==> src/rtl/add8u_err_meter_if.sv <==
// Adder-under-test bus: operands out to an external combinational 8-bit adder,
// 9-bit sum back.
//   master (meter): drives dut_a, dut_b; reads dut_o
//   slave  (adder): reads dut_a, dut_b; drives dut_o
interface add8u_err_meter_if;
  logic [7:0] dut_a;
  logic [7:0] dut_b;
  logic [8:0] dut_o;

  modport master (output dut_a, dut_b, input dut_o);
  modport slave  (input dut_a, dut_b, output dut_o);
endinterface

==> src/rtl/add8u_err_meter.sv <==
// Error-characterisation engine for 8-bit unsigned approximate adders.
// Sweeps all 65536 operand pairs through the adder on bus, compares each
// result with the exact sum and accumulates MAE sum, squared-error sum,
// error count and worst-case error with its first operand pair.
// Ports:
//   clk, rst_n   clock, async active-low reset
//   start        begin a sweep (honoured in IDLE/DONE only)
//   bus          adder bus (master): dut_a/dut_b registered, dut_o combinational
//   busy, done   RUN|FLUSH, DONE
//   sum_abs_err, sq_err_sum, err_count, max_err, wce_a, wce_b  results
module add8u_err_meter (
  input  logic                     clk,
  input  logic                     rst_n,
  input  logic                     start,
  add8u_err_meter_if.master        bus,
  output logic                     busy,
  output logic                     done,
  output logic [24:0]              sum_abs_err,
  output logic [33:0]              sq_err_sum,
  output logic [16:0]              err_count,
  output logic [8:0]               max_err,
  output logic [7:0]               wce_a,
  output logic [7:0]               wce_b
);

  typedef enum logic [1:0] {IDLE, RUN, FLUSH, DONE} state_t;

  state_t      state;
  logic [15:0] idx;      // {b, a}: a increments fastest
  logic        s1_vld;
  logic [8:0]  s1_err;
  logic [7:0]  s1_a;
  logic [7:0]  s1_b;

  logic [8:0]  exact;
  logic [8:0]  err_c;
  logic [17:0] sq_c;

  assign bus.dut_a = idx[7:0];
  assign bus.dut_b = idx[15:8];

  // Magnitude of the difference, both directions give a positive error.
  always_comb begin
    exact = {1'b0, bus.dut_a} + {1'b0, bus.dut_b};
    err_c = (bus.dut_o >= exact) ? (bus.dut_o - exact) : (exact - bus.dut_o);
    sq_c  = s1_err * s1_err;
  end

  always_ff @(posedge clk or negedge rst_n) begin
    if (!rst_n) begin
      state       <= IDLE;
      idx         <= '0;
      s1_vld      <= 1'b0;
      s1_err      <= '0;
      s1_a        <= '0;
      s1_b        <= '0;
      busy        <= 1'b0;
      done        <= 1'b0;
      sum_abs_err <= '0;
      sq_err_sum  <= '0;
      err_count   <= '0;
      max_err     <= '0;
      wce_a       <= '0;
      wce_b       <= '0;
    end else begin
      // Stage 2: accumulate the pair captured on the previous edge.
      if (s1_vld) begin
        sum_abs_err <= sum_abs_err + {16'd0, s1_err};
        sq_err_sum  <= sq_err_sum + {16'd0, sq_c};
        err_count   <= err_count + {16'd0, |s1_err};
        // Strict compare: ties keep the earlier pair in sweep order.
        if (s1_err > max_err) begin
          max_err <= s1_err;
          wce_a   <= s1_a;
          wce_b   <= s1_b;
        end
      end

      case (state)
        IDLE, DONE: begin
          if (start) begin
            state       <= RUN;
            idx         <= '0;
            s1_vld      <= 1'b0;
            busy        <= 1'b1;
            done        <= 1'b0;
            sum_abs_err <= '0;
            sq_err_sum  <= '0;
            err_count   <= '0;
            max_err     <= '0;
            wce_a       <= '0;
            wce_b       <= '0;
          end
        end
        RUN: begin
          // Stage 1: capture error of the current pair, then advance.
          s1_err <= err_c;
          s1_a   <= bus.dut_a;
          s1_b   <= bus.dut_b;
          s1_vld <= 1'b1;
          idx    <= idx + 16'd1;
          if (idx == 16'hFFFF) state <= FLUSH;
        end
        FLUSH: begin
          s1_vld <= 1'b0;
          state  <= DONE;
          busy   <= 1'b0;
          done   <= 1'b1;
        end
        default: state <= IDLE;
      endcase
    end
  end

endmodule

==> src/flat_wrapper.sv <==
// flat-port wrapper written by rule: the top's interface ports become plain ports
module add8u_err_meter_flat 
  (clk, rst_n, start, busy, done, sum_abs_err, sq_err_sum, err_count, max_err, wce_a, wce_b, bus_dut_a, bus_dut_b, bus_dut_o);
  add8u_err_meter_if bus_i ();
  input  logic clk;
  input  logic rst_n;
  input  logic start;
  output logic busy;
  output logic done;
  output logic [24:0] sum_abs_err;
  output logic [33:0] sq_err_sum;
  output logic [16:0] err_count;
  output logic [8:0] max_err;
  output logic [7:0] wce_a;
  output logic [7:0] wce_b;
  output wire logic [$bits(bus_i.dut_a)-1:0] bus_dut_a;
  output wire logic [$bits(bus_i.dut_b)-1:0] bus_dut_b;
  input wire logic [$bits(bus_i.dut_o)-1:0] bus_dut_o;
  assign bus_dut_a = bus_i.dut_a;
  assign bus_dut_b = bus_i.dut_b;
  assign bus_i.dut_o = bus_dut_o;
  add8u_err_meter u_core (.clk(clk), .rst_n(rst_n), .start(start), .bus(bus_i), .busy(busy), .done(done), .sum_abs_err(sum_abs_err), .sq_err_sum(sq_err_sum), .err_count(err_count), .max_err(max_err), .wce_a(wce_a), .wce_b(wce_b));
endmodule
==> config.mk <==
export PLATFORM = sky130hd
export DESIGN_NAME = add8u_err_meter_flat
export DESIGN_NICKNAME = d
export VERILOG_FILES = /design/src/rtl/add8u_err_meter_if.sv /design/src/rtl/add8u_err_meter.sv /design/src/flat_wrapper.sv
export SDC_FILE = /design/constraint.sdc
export NUM_CORES = 1
export LEC_CHECK = 0
export BUFFER_PORTS_ARGS = -buffer_cell sky130_fd_sc_hd__buf_2
export CAP_MARGIN = 20
export CELL_PAD_IN_SITES_DETAIL_PLACEMENT = 1
export CELL_PAD_IN_SITES_GLOBAL_PLACEMENT = 1
export CORE_MARGIN = 2
export CORE_UTILIZATION = 46
export DETAILED_ROUTE_END_ITERATION = 10
export PLACE_DENSITY = 0.81
export SLEW_MARGIN = 10
export SYNTH_ARGS = -nofsm -noshare
export SYNTH_HDL_FRONTEND = slang
export SYNTH_SLANG_ARGS = --single-unit
==> constraint.sdc <==
create_clock -name clk -period 7.6 [get_ports clk]
set_input_delay 0.76 -clock clk [delete_from_list [all_inputs] [get_ports clk]]
set_output_delay 0.76 -clock clk [all_outputs]
set_load 0.02 [all_outputs]
After elaboration in Yosys (flattened, before gate mapping). Cells that the tools add are included.

Flip-flop bits (word level): 147. Word-level logic and storage cells: 70.

$add $sub $neg: 7. Multipliers: 1. Order comparisons: 2. Equality and inequality tests: 6. Multiplexer cells: 32. Reduce and logical (&&, ||, !) cells: 8.

Operators with widths (number): 2-to-1 mux 34 bit (3); 2-to-1 mux 25 bit (3); 2-to-1 mux 8 bit (8); 2-to-1 mux 17 bit (3); 2-to-1 mux 9 bit (5); adder 34 x 18 -> 34 bit (1); case mux 16 bit (2 select lines) (1); adder 25 x 9 -> 25 bit (1); multiplier 9 x 9 -> 18 bit (1); subtractor 9 bit (2); adder 17 x 1 -> 17 bit (1); adder 16 x 1 -> 16 bit (second input constant) (1); equality test 16 bit (second input constant) (1); 2-to-1 mux 16 bit (1); adder 8 x 8 -> 9 bit (1); >= comparator 9 bit (1); > comparator 9 bit (1); OR reduction 9 bit (1); case mux 2 bit (3 select lines) (1); AND reduction 2 bit (3); equality test 2 bit (second input constant) (2); 2-to-1 mux 2 bit (2); case mux 1 bit (2 select lines) (2); nonzero test 2 bit (2); 7 further kinds (8).

Longest topological paths before layout.
Depth in word-level cells: 5. Mapped depth: 21. Mapped depth without buffers: 19.

Worst setup path before layout. Ideal clock, no wire load.

Kind: reg-to-reg. Start: reg u_core.s1_err[6]. End: reg u_core.sq_err_sum[33]. Setup time: 0.078 ns. Arrival time: 5.264 ns. Required time: 7.522 ns. Path slack: 2.258 ns. Cell stages (with the launch flop): 20. Clock period less this slack: 5.342 ns. Path through: dfrtp_1 -> clkbuf_1 -> and2_1 -> inv_1 -> fa_1 -> inv_1 -> fa_1 -> inv_1 -> fa_1 -> inv_1 -> fa_1 -> inv_1 -> fa_1 -> inv_1 -> ha_1 -> o21a_1 -> a311oi_1 -> o31a_1 -> or4_1 -> a21oi_1.

Word-level cells in the longest chain between the ends: 5.

Ends and longest elaborated chain: start: declaration (line add8u_err_meter.sv:31) `logic [8:0] s1_err;`; start signal: assignment (line add8u_err_meter.sv:97) `s1_err <= err_c;`; multiplier 9 x 9 -> 18 bit (*) (line add8u_err_meter.sv:46) `sq_c = s1_err * s1_err;`; adder 34 x 18 -> 34 bit (*) (line add8u_err_meter.sv:69) `sq_err_sum <= sq_err_sum + {16'd0, sq_c};`; 2-to-1 mux 34 bit (*) (line add8u_err_meter.sv:67) `if (s1_vld) begin`; 2-to-1 mux 34 bit (line add8u_err_meter.sv:81) `if (start) begin`; 2-to-1 mux 34 bit (*) (line add8u_err_meter.sv:79) `case (state)`; end signal: assignment (line add8u_err_meter.sv:69); end: declaration (line add8u_err_meter.sv:19) `output logic [33:0] sq_err_sum,`.

Mark *: on every way between the ends. The rest lies on a longest branch, timed or not. A chain may end at the register's enable or synchronous reset.

Worst setup path after layout.
Start: reg u_core.s1_err[1]. End: reg u_core.sq_err_sum[32].

The elaborated chain is that of the path after synthesis.

==> flow_metrics.tcl <==
set metrics [dict create \
    worst_pin_slew_ns 1.016 \
    rows 57 \
    vias_per_cell 5.775 \
    ys_dominant_reg_cell "dfrtp_1" \
    synth_edf_count 0 \
    grt_max_degree 95 \
    numClockSinks 147 \
    worstSetupEndpointType "flop" \
    yosysSeqAreaShare 0.3270 \
    cts_setup_buffers 0 \
    grt_pass1_vias 10310 \
    clkTransAtPathRegs_ns 0.07 \
    r2r_cells 19 \
    clk-insertion-delay-late_ns 0.44 \
    synth_warnings 0 \
    period_needed_ns 6.101 \
    synthArstFlopShare 1.000 \
    fp.dieH_um 160.4 \
    tns_ns 0 \
    status "finished, final reports clean" \
    die_area_um2 25720 \
    regToRegSetupSlack_ns 1.50 \
    postCtsResizedCells 0 \
    clock.fmax_ghz 0.1639 \
    relSlewSlack 0.3227 \
    cts_tree "built" \
    portBuffers 130 \
    first_pass_iters 5 \
    setup_viol 0 \
    post-route-util 0.5291 \
    drive_above_1_share 0.1445 \
    layout_common_cells "dfrtp_1 (146), inv_1 (140), buf_2 (129), a21oi_1 (97)" \
    synth_nets 1419 \
    synth_cells 1266 \
    antenna_found_initial 0 \
    crit_end "u_core.sq_err_sum[32]" \
    fin_crit_sh 0.8028 \
    hold_path.class "primary input to async pin" \
    antenna_cells 0 \
    drc 0 \
    h-tree-depth 4 \
    grt_remaining_overflow 0 \
    clockBufferDepth 2 \
    rsz0062_at_grt "false" \
    io_pins 131 \
    cts_hold_buf 0 \
    wire_per_inst_um 19.47 \
    num_vias 9823 \
    regToRegStartpoint "u_core.s1_err[1]" \
    path_max_fanout 16 \
    grt_use_total 0.2622 \
    final_common_cell "dfrtp_1" \
    multi_input_area_um2 6827 \
    ff_latch_area_um2 3680 \
    nets 1517 \
    synth.distinct_cells 65 \
    max_cap_violations 0 \
    cp.arrival_ns 6.45 \
    worstPathRequired_ns 7.95 \
    hpwl_um 23620 \
    syn_avg_cell_area_um2 8.885 \
    die_x_um 160.4 \
    syn2layout_area_growth_pct 13.73 \
    hold_viol 0 \
    finClkSkew_ns 0.01488 \
    gp_congestion 0.8858 \
    startpoint "u_core.s1_err[1]" \
    initial_core_util 0.4652 \
    drv_slew 0 \
    n_fill_cell 2884 \
    routed_wl_um 33120 \
    grt_first_pass_wirelength_um 54280 \
    start_kind "flop" \
    ys_seq_elements 147 \
    worstSetupPathType "flop to flop" \
    synth_area_um2 11250 \
    core_area_um2 24180 \
    r2r_end "u_core.sq_err_sum[32]" \
    drtAntennaViolNets 0 \
    drt_iter0_drc 524 \
    numCtsBuffers 17 \
    clockRootBuffer "clkbuf_16" \
]
-- layout make-up --
cell class | count | share of cell area
tap | 324 | 0.03169
timing repair buffer | 137 | 0.05546
clock inverter | 15 | 0.01692
inverter | 141 | 0.04137
clock buffer | 17 | 0.03326
multi-input combinational | 920 | 0.5336
sequential | 147 | 0.2877
-- per-layer routing --
metal  global-route usage  up-vias  routed length, um
li1                     -     4607                  -
met2               0.4567      190              16830
met5                    0        -                  0
met4              0.07494        0                674
met1               0.3405     4976              14390
met3              0.04003       50               1219
-- logic make-up (layout without fill, tap and decap cells) --
logic type / Yosys count / after routing / synth area share
DFF: 147 / 147 / 0.3270
muxes: 37 / 37 / 0.03470
and+or+nand+nor: 379 / 379 / 0.1695
adders and majority gates: 141 / 141 / 0.1895
buffers and inverters: 199 / 310 / 0.06752
xor gates and xnor gates: 51 / 51 / 0.03971
AOI/OAI and AO/OA: 312 / 312 / 0.1720
-- worst min-delay path by stage --
stage	startpoint	endpoint	slack, ns
2_1_floorplan	rst_n	u_core.busy	0.46
3_3_place_gp	u_core.s1_b[2]	u_core.s1_b[2]	0.49
3_5_place_dp	u_core.s1_b[3]	u_core.s1_b[3]	0.50
4_1_cts	rst_n	u_core.sq_err_sum[20]	0.44
5_1_grt	rst_n	u_core.sq_err_sum[20]	0.45
6_report	rst_n	u_core.sq_err_sum[20]	0.38
-- stage by stage --
step	area, um^2	setup WS [ns]	hold WS [ns]	std cells
after floorplan	11250	2.258	0.4644	1266
after detailed placement	12140	1.582	0.4967	1668
after global routing	12790	1.088	0.4509	1701
after CTS	12780	1.515	0.4366	1700
after global placement	12140	1.844	0.4901	1668
final	12790	1.499	0.3753	1701
-- flip-flops by register name, summed over array words and instances (netlist names) --
name                flops
u_core.idx             16
u_core.sq_err_sum      34
u_core.state            2
u_core.s1_err           9
u_core.wce_a            8
u_core.done             1
u_core.sum_abs_err     25
u_core.wce_b            8
u_core.s1_a             8
u_core.busy             1
u_core.max_err          9
u_core.err_count       17
u_core.s1_vld           1
u_core.s1_b             8
-- worst max-delay path: stages, from the launching register on --
cell     delay [ns]
dfrtp_1        0.67
and2_1         0.26
inv_1          0.08
fa_1           0.61
inv_1          0.08
fa_1           0.51
inv_1          0.05
fa_1           0.47
inv_1          0.05
fa_1           0.53
inv_1          0.06
fa_1           0.50
inv_1          0.04
ha_1           0.35
a21oi_1        0.20
o21ai_0        0.23
a32o_1         0.32
o31ai_1        0.62
o21ai_0        0.21
a21oi_1        0.16
-- cell usage after synthesis, types with 4 or more instances --
cell type / n / area [um^2]
fa_1: 49 / 980.9
inv_1: 140 / 525.5
nor4_1: 4 / 25.02
nand3b_1: 7 / 52.55
ha_1: 92 / 1151
and3_1: 21 / 131.4
xor2_1: 21 / 183.9
a31oi_1: 12 / 75.07
nand2_1: 80 / 300.3
o21bai_1: 6 / 45.04
o22ai_1: 5 / 31.28
a21o_1: 22 / 165.2
o21a_1: 9 / 67.56
a2111oi_0: 4 / 35.03
nand2b_1: 6 / 37.54
clkbuf_1: 44 / 165.2
o211ai_1: 7 / 52.55
o21ai_0: 85 / 425.4
dfrtp_1: 147 / 3679
a21oi_1: 97 / 485.5
nor2_1: 92 / 345.3
nand4_1: 30 / 187.7
and2_1: 25 / 156.4
buf_2: 10 / 50.05
nor2b_1: 9 / 56.30
o31a_1: 5 / 43.79
o31ai_1: 13 / 97.59
xnor2_1: 30 / 262.8
a22o_1: 5 / 43.79
mux2i_1: 21 / 210.2
a211oi_1: 14 / 105.1
nor3_1: 19 / 95.09
or4_1: 11 / 82.58
buf_1: 4 / 15.01
mux2_2: 16 / 180.2
nand3_1: 50 / 250.2
or3_1: 12 / 75.07
Power is not shown: default switching activity piles up to over one toggle a cycle in this logic, so the estimate is an artifact.
